<file path="src/rtl/cpu_fpu_pkg.sv">
// Shared definitions for the FPU dispatcher: op codes, canonical NaN and FSM states.
package cpu_fpu_pkg;

  localparam logic [3:0] FOP_FADD   = 4'd0;
  localparam logic [3:0] FOP_FSUB   = 4'd1;
  localparam logic [3:0] FOP_FMIN   = 4'd2;
  localparam logic [3:0] FOP_FMAX   = 4'd3;
  localparam logic [3:0] FOP_FSGNJ  = 4'd4;
  localparam logic [3:0] FOP_FSGNJN = 4'd5;
  localparam logic [3:0] FOP_FSGNJX = 4'd6;
  localparam logic [3:0] FOP_FEQ    = 4'd7;
  localparam logic [3:0] FOP_FLT    = 4'd8;
  localparam logic [3:0] FOP_FLE    = 4'd9;

  localparam logic [31:0] QNAN = 32'h7FC00000;

  typedef enum logic [2:0] {
    ST_IDLE    = 3'd0,
    ST_LOCAL   = 3'd1,
    ST_ISSUE   = 3'd2,
    ST_RELEASE = 3'd3,
    ST_DONE    = 3'd4
  } state_e;

  function automatic logic isAddOp(input logic [3:0] op);
    return (op == FOP_FADD) || (op == FOP_FSUB);
  endfunction

endpackage

</file>
<file path="src/rtl/cpu_fpu_compare.sv">
// Combinational binary32 comparator: NaN detection, IEEE eq/lt, and a total
// order (-0 below +0) that min/max rely on.
module cpu_fpu_compare (
  input  logic [31:0] a_i,
  input  logic [31:0] b_i,
  output logic        is_nan_a_o,
  output logic        is_nan_b_o,
  output logic        eq_o,
  output logic        lt_o,
  output logic        lt_total_o
);

  logic        signA;
  logic        signB;
  logic [30:0] magA;
  logic [30:0] magB;
  logic        anyNan;
  logic        bothZero;

  assign signA    = a_i[31];
  assign signB    = b_i[31];
  assign magA     = a_i[30:0];
  assign magB     = b_i[30:0];

  assign is_nan_a_o = (a_i[30:23] == 8'hFF) && (a_i[22:0] != 23'd0);
  assign is_nan_b_o = (b_i[30:23] == 8'hFF) && (b_i[22:0] != 23'd0);
  assign anyNan     = is_nan_a_o || is_nan_b_o;
  assign bothZero   = (magA == 31'd0) && (magB == 31'd0);

  // Sign-magnitude ordering: negative magnitudes sort in reverse.
  always_comb begin
    lt_total_o = 1'b0;
    if (signA != signB) begin
      lt_total_o = signA;
    end else if (!signA) begin
      lt_total_o = magA < magB;
    end else begin
      lt_total_o = magA > magB;
    end
  end

  assign eq_o = !anyNan && ((a_i == b_i) || bothZero);
  assign lt_o = !anyNan && !bothZero && lt_total_o;

endmodule

</file>
<file path="src/rtl/cpu_fpu_dispatch.sv">
// FPU dispatcher: forwards FADD/FSUB to the external adder, executes min/max,
// sign-injection and compares locally, and returns results on a held handshake.
module cpu_fpu_dispatch
  import cpu_fpu_pkg::*;
(
  input  logic        i_clock,
  input  logic        i_reset,
  input  logic        i_request,
  input  logic [3:0]  i_op,
  input  logic [31:0] i_op1,
  input  logic [31:0] i_op2,
  output logic        o_ready,
  output logic [31:0] o_result,
  output logic        o_add_request,
  output logic [31:0] o_add_op1,
  output logic [31:0] o_add_op2,
  input  logic        i_add_ready,
  input  logic [31:0] i_add_result
);

  state_e      state_q;
  logic [3:0]  op_q;
  logic [31:0] opA_q;
  logic [31:0] opB_q;
  logic [31:0] result_q;
  logic        ready_q;
  logic        addReq_q;
  logic [31:0] addOp1_q;
  logic [31:0] addOp2_q;
  logic [31:0] localResult_d;

  logic nanA;
  logic nanB;
  logic cmpEq;
  logic cmpLt;
  logic cmpLtTotal;

  cpu_fpu_compare u_compare (
    .a_i        (opA_q),
    .b_i        (opB_q),
    .is_nan_a_o (nanA),
    .is_nan_b_o (nanB),
    .eq_o       (cmpEq),
    .lt_o       (cmpLt),
    .lt_total_o (cmpLtTotal)
  );

  always_comb begin
    localResult_d = 32'h0;
    case (op_q)
      FOP_FMIN, FOP_FMAX: begin
        if (nanA && nanB) begin
          localResult_d = QNAN;
        end else if (nanA) begin
          localResult_d = opB_q;
        end else if (nanB) begin
          localResult_d = opA_q;
        end else if (op_q == FOP_FMIN) begin
          localResult_d = cmpLtTotal ? opA_q : opB_q;
        end else begin
          localResult_d = cmpLtTotal ? opB_q : opA_q;
        end
      end
      FOP_FSGNJ:  localResult_d = {opB_q[31], opA_q[30:0]};
      FOP_FSGNJN: localResult_d = {~opB_q[31], opA_q[30:0]};
      FOP_FSGNJX: localResult_d = {opA_q[31] ^ opB_q[31], opA_q[30:0]};
      FOP_FEQ:    localResult_d = {31'd0, cmpEq};
      FOP_FLT:    localResult_d = {31'd0, cmpLt};
      FOP_FLE:    localResult_d = {31'd0, cmpLt | cmpEq};
      default:    localResult_d = 32'h0;
    endcase
  end

  // Adder request is raised one edge after ISSUE entry; the adder must drop
  // its ready (RELEASE) before the CPU sees our result.
  always_ff @(posedge i_clock) begin
    if (i_reset) begin
      state_q  <= ST_IDLE;
      op_q     <= 4'd0;
      opA_q    <= 32'h0;
      opB_q    <= 32'h0;
      result_q <= 32'h0;
      ready_q  <= 1'b0;
      addReq_q <= 1'b0;
      addOp1_q <= 32'h0;
      addOp2_q <= 32'h0;
    end else begin
      case (state_q)
        ST_IDLE: begin
          ready_q <= 1'b0;
          if (i_request) begin
            op_q  <= i_op;
            opA_q <= i_op1;
            opB_q <= i_op2;
            if (isAddOp(i_op)) begin
              addOp1_q <= i_op1;
              addOp2_q <= (i_op == FOP_FSUB) ? {~i_op2[31], i_op2[30:0]} : i_op2;
              state_q  <= ST_ISSUE;
            end else begin
              state_q <= ST_LOCAL;
            end
          end
        end
        ST_LOCAL: begin
          result_q <= localResult_d;
          state_q  <= ST_DONE;
        end
        ST_ISSUE: begin
          if (!addReq_q) begin
            addReq_q <= 1'b1;
          end else if (i_add_ready) begin
            result_q <= i_add_result;
            addReq_q <= 1'b0;
            state_q  <= ST_RELEASE;
          end
        end
        ST_RELEASE: begin
          if (!i_add_ready) begin
            ready_q <= 1'b1;
            state_q <= ST_DONE;
          end
        end
        ST_DONE: begin
          if (!i_request) begin
            ready_q <= 1'b0;
            state_q <= ST_IDLE;
          end else begin
            ready_q <= 1'b1;
          end
        end
        default: begin
          ready_q  <= 1'b0;
          addReq_q <= 1'b0;
          state_q  <= ST_IDLE;
        end
      endcase
    end
  end

  assign o_ready       = ready_q;
  assign o_result      = result_q;
  assign o_add_request = addReq_q;
  assign o_add_op1     = addOp1_q;
  assign o_add_op2     = addOp2_q;

endmodule

</file>
<file path="config.mk">
export PLATFORM = sky130hd
export DESIGN_NAME = cpu_fpu_dispatch
export DESIGN_NICKNAME = d
export VERILOG_FILES = /design/src/rtl/cpu_fpu_pkg.sv /design/src/rtl/cpu_fpu_compare.sv /design/src/rtl/cpu_fpu_dispatch.sv
export SDC_FILE = /design/constraint.sdc
export NUM_CORES = 1
export LEC_CHECK = 0
export ABC_AREA = 1
export ABC_CLOCK_PERIOD_IN_PS = 2600
export BUFFER_PORTS_ARGS = -buffer_cell sky130_fd_sc_hd__buf_4
export CORE_ASPECT_RATIO = 1.1
export CORE_MARGIN = 2
export CORE_UTILIZATION = 53
export DETAILED_ROUTE_END_ITERATION = 6
export PLACE_DENSITY = 0.76
export SKIP_CTS_REPAIR_TIMING = 1
export SLEW_MARGIN = 10
export SYNTH_ARGS = -nofsm -noshare
export SYNTH_HDL_FRONTEND = slang
export SYNTH_HIERARCHICAL = 1
export SYNTH_SLANG_ARGS = --single-unit
</file>
<file path="constraint.sdc">
create_clock -name i_clock -period 2.6 [get_ports i_clock]
set_input_delay 0.13 -clock i_clock [delete_from_list [all_inputs] [get_ports i_clock]]
set_output_delay 0.13 -clock i_clock [all_outputs]
set_load 0.005 [all_outputs]
</file>
Word level (Yosys, flattened, before mapping)

Index checks and enable logic that the tools add are counted.

$lt $le $gt $ge: 2
Equality and inequality tests: 22
Mux-type cells: 26
Bitwise operators: 5
Reduce and logical (&&, ||, !) cells: 27

Operators by type and width:

| cell                                                                   | count |
|---|---|
| 32-bit two-way mux                                                     | 9 |
| 32-bit one-hot mux with 7 select lines                                 | 1 |
| 32-bit one-hot mux with 2 select lines                                 | 1 |
| 31-bit logical NOT                                                     | 2 |
| 23-bit nonzero test                                                    | 2 |
| 32-bit equality test                                                   | 1 |
| 31-bit greater-than comparator                                         | 1 |
| 31-bit < comparator                                                    | 1 |
| 4-bit by 3-bit equality test with 1-bit output (second input constant) | 4 |
| 8-bit equality test (second input constant)                            | 2 |
| 3-bit two-way mux                                                      | 5 |
| 3-bit one-hot mux with 5 select lines                                  | 1 |
| 2-bit != test (second input constant)                                  | 5 |
| 4-bit by 2-bit equality test with 1-bit output (second input constant) | 2 |
| 4-bit equality test (second input constant)                            | 2 |
| 1-bit logical AND                                                      | 7 |
| 3-bit by 2-bit equality test with 1-bit output (second input constant) | 2 |
| 1-bit two-way mux                                                      | 6 |
| 3-bit AND reduction                                                    | 2 |
| 5-bit AND reduction                                                    | 1 |
| 4-bit by 1-bit equality test with 1-bit output (second input constant) | 1 |
| 4-bit logical NOT                                                      | 1 |
| 2-bit AND reduction                                                    | 2 |
| 2-bit OR reduction                                                     | 2 |
| other kinds (14)                                                       | 19 |

Register bits after elaboration: 169
Input bits: 104
Output and inout bits: 98

Depth between registers and ports, before layout

Gate-level depths: netlist of run 1.

Depth in word-level cells: 10
Gate-level depth with buffers: 26
Gate-level depth less buffers: 24

By module

Netlist of run 1, hierarchy kept.

By module, submodules not included:

| module           | times used | cells an instance | area each (µm²) | sequential area each (µm²) |
|---|---|---|---|---|
| cpu_fpu_dispatch | 1          | 876               | 6698.9          | 3383.2 |
| cpu_fpu_compare  | 1          | 227               | 1233.7          | 0.0 |

Worst setup path before layout of run 1

OpenSTA, ideal clock, no wires.

Path type: register to register
From: reg opB_q[14]
To: reg result_q[28] (netlist: o_result[28])
Library setup time: 0.122 ns
Data arrival time: 2.154 ns
Data required time: 2.478 ns
Path slack: 0.324 ns
Stages on the path, launching flop included: 26
Period minus slack after synthesis: 2.276 ns
Cells stage by stage: dfxtp_1 -> inv_1 -> ha_1 -> nand2_1 -> nor2_2 -> inv_1 -> nor2_2 -> nand2_1 -> nand2_1 -> nand2_1 -> nand2_1 -> nand2_1 -> nand2_1 -> nand2_1 -> inv_1 -> inv_1 -> nand2_1 -> nand3_2 -> nand3_2 -> nand2_2 -> buf_6 -> buf_6 -> nand2_1 -> nand2_1 -> nand2_1 -> a21oi_2

Longest elaborated chain between the ends: 10
Elaborated cells between the ends (all ways): 15

Ends and longest elaborated chain:

| what                                                                  | line                                           | source |
|---|---|---|
| start, declared                                                       | cpu_fpu_dispatch.sv:24                         | `logic [31:0] opB_q;` |
| start signal, assigned                                                | cpu_fpu_dispatch.sv:94                         | `opB_q <= i_op2;` |
| 31-bit < comparator or 31-bit greater-than comparator (tied branches) | cpu_fpu_compare.sv:36, cpu_fpu_compare.sv:38   |  |
| 1-bit two-way mux (*)                                                 | cpu_fpu_compare.sv:35                          | `end else if (!signA) begin` |
| 1-bit two-way mux (*)                                                 | cpu_fpu_compare.sv:33                          | `if (signA != signB) begin` |
| named net cmpLtTotal                                                  | cpu_fpu_dispatch.sv:36                         | `logic cmpLtTotal;` |
| 32-bit two-way mux, on equally long branches                          | cpu_fpu_dispatch.sv:61, cpu_fpu_dispatch.sv:59 |  |
| 32-bit two-way mux (*)                                                | cpu_fpu_dispatch.sv:58                         | `end else if (op_q == FOP_FMIN) begin` |
| 32-bit two-way mux (*)                                                | cpu_fpu_dispatch.sv:56                         | `end else if (nanB) begin` |
| 32-bit two-way mux (*)                                                | cpu_fpu_dispatch.sv:54                         | `end else if (nanA) begin` |
| 32-bit two-way mux (*)                                                | cpu_fpu_dispatch.sv:52                         | `if (nanA && nanB) begin` |
| 32-bit one-hot mux with 7 select lines (*)                            | cpu_fpu_dispatch.sv:50                         | `case (op_q)` |
| 32-bit one-hot mux with 2 select lines (*)                            | cpu_fpu_dispatch.sv:88                         | `case (state_q)` |
| end signal, assigned                                                  | cpu_fpu_dispatch.sv:105                        | `result_q <= localResult_d;` |
| end signal, assigned                                                  | cpu_fpu_dispatch.sv:112                        | `result_q <= i_add_result;` |
| end, declared                                                         | cpu_fpu_dispatch.sv:25                         | `logic [31:0] result_q;` |

Mark *: on every way through the listed nets, which the timed path passes. The rest lies on a longest branch.
A chain may end at the register's enable or synchronous reset.

Worst setup path in the final report of run 1

From: reg opB_q[9]
To: reg result_q[10] (netlist: o_result[10])

Same word-level chain as after synthesis.

==> impl_metrics.toml, run 1 <==
[status]
status = "complete, but fails checks"
violations = "hold timing"

[power]
p_per_area_nw_per_um2 = 1000
p_comb_share_pct = 47.1
switchingPower_mw = 4.72
p_sw_share_pct = 41.1
internal-power_mw = 6.77
leakagePower_nw = 5.41
finalPower_mw = 11.5
power_frac_seq_pct = 31.6
clkPwrFrac_pct = 21.2
vdd_ir_drop_max_uv = 647

[cells_and_area]
final_common_cell = "buf_4"
multi_input_area_um2 = 4130
layout_common_cells = "250 x buf_4, 178 x a21oi_1, 171 x nand2_1"
antenna_cells = 0
fillerInstances = 1053
layout.nets = 1510
seq_area_um2 = 3410
area_growth_syn_to_layout_pct = 44.3
drive_above_1_share_pct = 30.4

[synthesis]
yosysWarnings = 6
synth_top_area_share_pct = 42.6
synth-compound-area-share_pct = 24.7
synth_cell_type_count = 37
synthSimpleGateAreaFrac_pct = 17.9
yosysTopAreaCell = "dfxtp_1"
synthMuxAreaShare_pct = 0
synth_seq_cells = 169
syn-num-nets = 1238
syn_area_per_cell_um2 = 7.19
yosys.area_share.xor_xnor_pct = 0.110
ys_seq_area_share_pct = 42.6
synth_top_family_by_area = "compound AO/OA/AOI/OAI gates"
synth_cells = 1103
netlist_area_um2 = 7930
synthAdderAreaFrac_pct = 4.89
yosys-top-cells-area = "dfxtp_1 43%, a21oi_1 12%, nand2_1 9.2%"

[timing]
rsz0062_at_grt = "yes"
drv_slew = 0
timing.hold.ws_ns = -0.0349
finalHoldViolations = 23
worst_slew_pin_slew_ns = 0.661
relSlewSlack_pct = 55.9
finalSetupViolCount = 0
post-route-min-period_ns = 2.58
tns_ns = 0
skew_ns = 0.00666
fin_crit_sh_pct = 99.1
max_freq_ghz = 0.388

[setup_path]
slowest_stage = "dfxtp_2"
crit_fanout = 13
crit_type = "flip-flop to flip-flop"
max_stage_delay_ns = 0.35
path_cells = "inv_2, ha_1, nand2_1, inv_1, nand3_1, nor2_2, nand2_1, nand2_1, nand2_1, nand2_1, nand2_1, nand2_1, nand2_2, inv_2, inv_2, nand2_2, nand3_4, nand2_4, buf_6, nand3_1, nand2_1, nand2_1, a21oi_1"
crit_top_cell = "nand2_1"
critical_path_arrival_ns = 2.93
endpoint_kind = "flip-flop"
crit_path_start_kind = "flip-flop"
worstPathRequired_ns = 2.96

[global_route]
groute.usage.overall_pct = 28.1
grt_pass1_vias = 7560
grt_pass1_wl_um = 36800
grt_max_degree = 69
overflow = 0
antenna_found_initial = 0

[floorplan]
die_y_um = 132
dieArea_um2 = 16000
core_area_um2 = 14500
num_io_pins = 202
die_x_um = 121
start_util_pct = 54.7
num_rows = 46

[routing]
viasPerCell = 5.51
drt_pre_antenna_iters = 6
drc = 0
wl_per_cell_um = 16.1
wl_um = 25400
drt_iter0_markers = 761
via_count = 8706
antenna_left = 0

[clocking]
clock_sinks = 169
cts_root_buffer = "clkbuf_16"
cts_made_buffers = 17
clockBufferDepth = 2
cts.htree.levels = 4
clkLatencyLatePin_ns = 0.43
cts_tree = "yes"
clkTransAtPathRegs_ns = 0.07

[place]
placement.io_buffers = 201
dp.final_hpwl_um = 16400
place_congestion = 0.916

[flow_run]
cap_violations = 0

[hold_path]
min_path_type = "primary input to flip-flop"
Yosys cell counts (all sizes together):
library cell	number
o21ai	161
xor2	1
and2	1
nor2	58
a311oi	1
ha	31
nand4	11
o2111a	1
clkinv	1
buf	28
nand2	202
o211ai	9
clkbuf	37
o22ai	1
nand3	43
dfxtp	169
a21oi	202
nor3	9
inv	128
a31oi	1
nor4	3
a21o	2
or2	3
worst max-delay path, delay by kind of cell (launching register included):
| family | cells | cell delay, ns |
|---|---|---|
| buffers and inverters | 5 | 0.37 |
| AO/OA/AOI/OAI | 1 | 0.14 |
| flip-flops | 1 | 0.35 |
| adder cells (fa/ha/maj) | 1 | 0.26 |
| AND/OR/NAND/NOR | 16 | 1.36 |
metrics by stage:
step,hold WS [ns],instances,setup slack [ns],area (um2),util (%)
finish,-0.0349,1580,0.0241,11400,78.9
CTS,-0.0571,1513,0.0525,10400,71.6
floorplan,0.199,1103,0.324,7930,-
global route,-0.0171,1580,-0.102,11400,78.9
detailed placement,0.395,1481,0.100,9820,67.7
global placement,0.380,1481,0.163,9820,67.7
sequential cells by signal, summed over array words and instances (netlist names):
signal and cells:
o_add_op2 32, o_add_request 1, opA_q 32, opB_q 32, o_ready 1, o_add_op1 32
op_q 4, o_result 32, state_q 3
power groups by stage:
stage | registers [mW] | clock network, mW | logic, mW
after floorplan | 3.58 | 0 | 2.81
after global placement | 3.59 | 0 | 4.35
after detailed placement | 3.60 | 0 | 4.44
after CTS | 3.56 | 2.47 | 4.48
after global routing | 3.69 | 2.57 | 5.88
final | 3.63 | 2.44 | 5.42
logic make-up (layout without fill, tap and decap cells):
kind of cell	Yosys count	after routing
XOR/XNOR	1	1
AND/OR/NAND/NOR	330	330
flip-flops	169	169
AO/OA/AOI/OAI	378	378
buffers and inverters	194	479
adder cells (fa/ha/maj)	31	31
worst paths after layout:
path / start / endpoint / slack (ns) / depth (start not counted)
worst max register to register: opB_q[9] / o_result[10] / 0.02 / 23
worst min register to register: opB_q[6] / opB_q[6] / 0.48 / 2
worst max-delay path: opB_q[9] / o_result[10] / 0.02 / 23
worst min-delay path: i_op1[20] / o_add_op1[20] / -0.03 / 3
layout make-up:
type,instances,area share [%]
clock buffers,18,3.84
clock inverters,14,1.07
inverters,129,4.24
multi-input cells,740,36.1
flip-flops and latches,169,29.8
well taps,192,2.10
repair buffers,318,22.8
metal layers:
metal	up-vias	global-route usage (%)	wire length [um]
met1	4049	37.8	10800
met5	-	0	0
met4	0	8.01	563
li1	4204	-	-
met3	52	5.93	1930
met2	401	45.5	12100
Power figures use the tool's default switching activity.
==> run 2: changes to the inputs <==
- CORE_ASPECT_RATIO: 1.1 -> 0.75
- SLEW_MARGIN: 10 -> 20
==> run 2 against run 1 <==
Against the previous run: the run ends with hold timing, setup timing left; sequential share of layout area fell by 0.43 points; final area rose by 1.9%; non-clock buffer count fell by 7; die area barely moved; critical path depth did not move; maximum frequency fell by 3.7%; clock-buffer cell count rose by 1; highest routed layer unchanged.
==> impl_metrics.toml, run 2 (synthesis results as in run 1) <==
[timing]
max_freq_ghz = 0.374
skew_ns = 0.0113
timing.hold.ws_ns = -0.0366
fin_crit_sh_pct = 103
relSlewSlack_pct = 57.3
worst_slew_pin_slew_ns = 0.639
finalSetupViolCount = 30
finalHoldViolations = 35
rsz0062_at_grt = "yes"
drv_slew = 0
layout_setup_ws_ns = -0.0739
post-route-min-period_ns = 2.67

[cells_and_area]
layout_common_cells = "244 x buf_4, 184 x a21oi_1, 152 x nand2_1"
fin_util_pct = 80.2
fillerInstances = 989
layout.nets = 1503
final_common_cell = "buf_4"
drive_above_1_share_pct = 33.4
area_growth_syn_to_layout_pct = 47.0
antenna_cells = 0

[clocking]
clockBufferDepth = 2
clkLatencyLatePin_ns = 0.43
clkTransAtPathRegs_ns = 0.07
clock_sinks = 169
cts_made_buffers = 17
cts.htree.levels = 4
cts_tree = "yes"
cts_root_buffer = "clkbuf_16"

[routing]
antenna_left = 0
drt_iter0_markers = 918
drt_pre_antenna_iters = 5
viasPerCell = 5.62
via_count = 8887
wl_per_cell_um = 16.8
wl_um = 26500
drc = 0

[floorplan]
dieArea_um2 = 16000
die_x_um = 145
core_area_um2 = 14500
num_rows = 38
die_y_um = 110
start_util_pct = 54.5
num_io_pins = 202

[power]
vdd_ir_drop_max_uv = 587
p_per_area_nw_per_um2 = 1020
finalPower_mw = 11.9
leakagePower_nw = 5.46

[hold_path]
worstHoldPathCells = 3
min_path_type = "primary input to flip-flop"
min_from = "i_op2[19]"
hold-path-endpoint = "o_add_op2[19]"

[global_route]
overflow = 0
antenna_found_initial = 0
grt_pass1_vias = 7435
groute.usage.overall_pct = 28.0
grt_max_degree = 70
grt_pass1_wl_um = 36400

[setup_path]
r2r_slack_ns = -0.07
crit_path_start_kind = "flip-flop"
worstPathRequired_ns = 2.96
crit_start = "opA_q[13]"
crit_type = "flip-flop to flip-flop"
critical_path_arrival_ns = 3.04
rr_endpoint = "o_result[17]"
crit_fanout = 6
r2r-start = "opA_q[13]"
endpoint_kind = "flip-flop"
r2r_cells = 23

[place]
dp.final_hpwl_um = 16500
placement.io_buffers = 201
place_congestion = 0.933

[status]
violations = "hold timing, setup timing"
status = "complete, but fails checks"

[flow_run]
cap_violations = 0
-- run 2: final cells by class --
| class | count | area (um2) | share of cell area, % |
|---|---|---|---|
| Timing Repair Buffer | 311 | 2600 | 22.3 |
| Clock buffer | 19 | 443 | 3.80 |
| Sequential cell | 169 | 3430 | 29.4 |
| Clock inverter | 13 | 130 | 1.12 |
| Inverter | 129 | 485 | 4.16 |
| Multi-Input combinational cell | 740 | 4330 | 37.1 |
| Tap cell | 200 | 250 | 2.15 |
-- run 2: how the worst max path moves through the flow --
| stage | to | slack, ns | cells past startpoint |
|---|---|---|---|
| 2_1_floorplan | o_result[28] | 0.32 | 25 |
| 3_3_place_gp | o_result[5] | 0.16 | 23 |
| 3_5_place_dp | o_result[5] | 0.1 | 23 |
| 4_1_cts | o_result[9] | 0.05 | 23 |
| 5_1_grt | o_result[20] | -0.15 | 23 |
| 6_report | o_result[17] | -0.07 | 23 |
-- run 2: routing by layer --
metal | global-route usage, % | part of all wire (%) | vias up | wire [um]
met1 | 38.6 | 42 | 4145 | 11200
met5 | 0 | 0 | - | 0
met4 | 9.94 | 2.6 | 0 | 695
met3 | 5.44 | 8.6 | 79 | 2270
li1 | - | - | 4203 | -
met2 | 44.4 | 46 | 460 | 12300
-- run 2: where the power goes --
group / switching (mW) / leakage (nW) / internal, mW
Sequential: 0.520 / 1.40 / 3.19
Clock: 1.18 / 0.273 / 1.30
Combinational: 3.35 / 3.79 / 2.38
Total: 5.04 / 5.46 / 6.87
-- run 2: worst max-delay path, cell delays in order (launching register included) --
cell and delay (ns):
dfxtp_1 0.41, ha_4 0.23, nand2_2 0.09, inv_1 0.07, nand2_1 0.10, nand2_1 0.10
a21oi_2 0.13, nand2_1 0.07, nand2_1 0.05, nand2_1 0.09, nand2_1 0.12, nand2_1 0.07
nand2_2 0.09, inv_2 0.05, inv_2 0.04, nand2_2 0.05, nand3_4 0.12, nand3_4 0.10
nand2_8 0.14, clkbuf_16 0.17, nand2_1 0.06, nand2_1 0.06, nand2_1 0.06, a21oi_1 0.13
-- run 2: stage by stage --
stage	TNS (ns)	setup slack (ns)	std cells	instance area, um2	hold slack, ns
2_1_floorplan	0	0.324	1103	7930	0.199
3_3_place_gp	0	0.164	1484	9790	0.382
3_5_place_dp	0	0.0964	1484	9790	0.387
6_report	-1.19	-0.0739	1581	11700	-0.0366
4_1_cts	0	0.0502	1516	10400	-0.0631
5_1_grt	-3.97	-0.155	1581	11700	-0.000446
==> run 3: changes to the inputs <==
- SETUP_SLACK_MARGIN: not set -> 0.2
==> run 3 against run 2 <==
Against the previous run: sequential share of layout area fell by 0.12 points; critical endpoint is now o_result[1]; largest power group unchanged; sequential power is essentially flat; the run still ends with hold timing, setup timing left; sequential cell count unchanged; clock skew barely moved.
==> impl_metrics.toml, run 3 (synthesis results as in run 1) <==
[status]
status = "complete, but fails checks"
violations = "hold timing, setup timing"

[timing]
tns_ns = -2.18
rsz0062_at_grt = "yes"
layout_setup_ws_ns = -0.123
drv_slew = 0
relSlewSlack_pct = 57.6
skew_ns = 0.0108
worst_slew_pin_slew_ns = 0.635
post-route-min-period_ns = 2.72
finalSetupViolCount = 32
fin_crit_sh_pct = 105
max_freq_ghz = 0.367
timing.hold.ws_ns = -0.0386
finalHoldViolations = 34

[power]
internal-power_mw = 7.01
vdd_ir_drop_max_uv = 583
clkPwrFrac_pct = 20.5
p_comb_share_pct = 48.9
leakagePower_nw = 5.47
p_per_area_nw_per_um2 = 1040
p_sw_share_pct = 42.3
finalPower_mw = 12.1
switchingPower_mw = 5.13
power_frac_seq_pct = 30.6

[setup_path]
r2r-start = "opB_q[13]"
path_cells = "inv_1, ha_4, nand2_2, nor2_4, inv_1, nor2_2, nand2_1, nand2_1, nand2_1, nand2_1, nand2_1, nand2_1, nand2_2, inv_2, nand3_2, nand3_4, nand3_4, nand2_8, clkbuf_16, nand2_4, nand2_2, nand2_1, a21oi_1"
r2r_cells = 23
crit_path_start_kind = "flip-flop"
critPathBufInv = 4
max_stage_delay_ns = 0.36
slowest_stage = "dfxtp_2"
critical_path_arrival_ns = 3.08
crit_start = "opB_q[13]"
endpoint = "o_result[1]"
crit_fanout = 6
r2r_slack_ns = -0.12
worstPathRequired_ns = 2.96
crit_type = "flip-flop to flip-flop"
crit_family = "simple AND/OR/NAND/NOR gates"
endpoint_kind = "flip-flop"
crit_top_cell = "nand2_1"
rr_endpoint = "o_result[1]"
worst-path-stages = 23

[floorplan]
dieArea_um2 = 16000
die_x_um = 145
start_util_pct = 54.5
num_io_pins = 202
die_y_um = 110
core_area_um2 = 14500
num_rows = 38

[routing]
antenna_left = 0
drt_iter0_markers = 1022
wl_per_cell_um = 17.0
drt_pre_antenna_iters = 6
via_count = 8942
drc = 0
viasPerCell = 5.65
wl_um = 26900

[global_route]
grt_max_degree = 70
groute.usage.overall_pct = 28.0
antenna_found_initial = 0
grt_pass1_wl_um = 36400
grt_pass1_vias = 7435
overflow = 0

[cells_and_area]
layout_common_cells = "245 x buf_4, 183 x a21oi_1, 148 x nand2_1"
antenna_cells = 0
layout.nets = 1505
fin_area_um2 = 11700
fillerInstances = 968
drive_above_1_share_pct = 34.0
area_growth_syn_to_layout_pct = 47.7
final_common_cell = "buf_4"

[clocking]
clockBufferDepth = 2
clock_sinks = 169
cts_root_buffer = "clkbuf_16"
cts.htree.levels = 4
clkTransAtPathRegs_ns = 0.07
cts_made_buffers = 17
clkLatencyLatePin_ns = 0.43
cts_tree = "yes"

[hold_path]
min_path_type = "primary input to flip-flop"

[place]
place_area_um2 = 9790
place_congestion = 0.933
placement.io_buffers = 201
dp.final_hpwl_um = 16500

[flow_run]
cap_violations = 0
-- run 3: metrics by stage --
step                util (%)  setup slack (ns)  hold slack [ns]  cells
floorplan                  -             0.324            0.199   1103
global placement        67.3             0.164            0.382   1484
detailed placement      67.3            0.0964            0.387   1484
CTS                     71.3            0.0502          -0.0631   1516
global route            80.5            -0.181        -0.000525   1583
finish                  80.5            -0.123          -0.0386   1583
-- run 3: power by group through the flow --
| stage | registers, mW | clock network [mW] | logic (mW) |
|---|---|---|---|
| 6_report | 3.72 | 2.48 | 5.94 |
| 5_1_grt | 3.77 | 2.61 | 6.38 |
| 4_1_cts | 3.57 | 2.49 | 4.46 |
| 3_5_place_dp | 3.62 | 0 | 4.43 |
| 3_3_place_gp | 3.62 | 0 | 4.33 |
| 2_1_floorplan | 3.58 | 0 | 2.81 |
-- run 3: layout make-up --
class / count / area [um2] / area share [%]
flip-flops and latches: 169 / 3430 / 29.3
clock inverters: 13 / 130 / 1.11
multi-input cells: 740 / 4340 / 37.0
repair buffers: 313 / 2640 / 22.5
clock buffers: 19 / 443 / 3.78
well taps: 200 / 250 / 2.14
inverters: 129 / 485 / 4.14
-- run 3: metal layers --
metal | GRT usage (%) | wire length, um | share of wire, % | up-vias
met5 | 0 | 0 | 0 | -
met4 | 9.94 | 903 | 3.4 | 0
met3 | 5.44 | 2340 | 8.7 | 97
met2 | 44.4 | 12300 | 46 | 532
met1 | 38.6 | 11400 | 42 | 4107
li1 | - | - | - | 4206
-- run 3: how the worst min path moves through the flow --
stage                               start            end  slack, ns  cells past startpoint
after floorplan                   i_reset  o_add_request       0.20                      1
after global placement           i_op1[9]   o_add_op1[9]       0.38                      3
after detailed placement         i_op1[5]       opA_q[5]       0.39                      3
after CTS                       i_op1[15]      opA_q[15]      -0.06                      3
after global routing      i_add_result[8]    o_result[8]    -0.0005                      3
final                           i_op2[19]  o_add_op2[19]      -0.04                      3
-- run 3: tightest hold or removal path, delay by kind of cell --
family,cells,cell delay (ns)
buffers and inverters,2,0.12
AOI/OAI and AO/OA,1,0.10
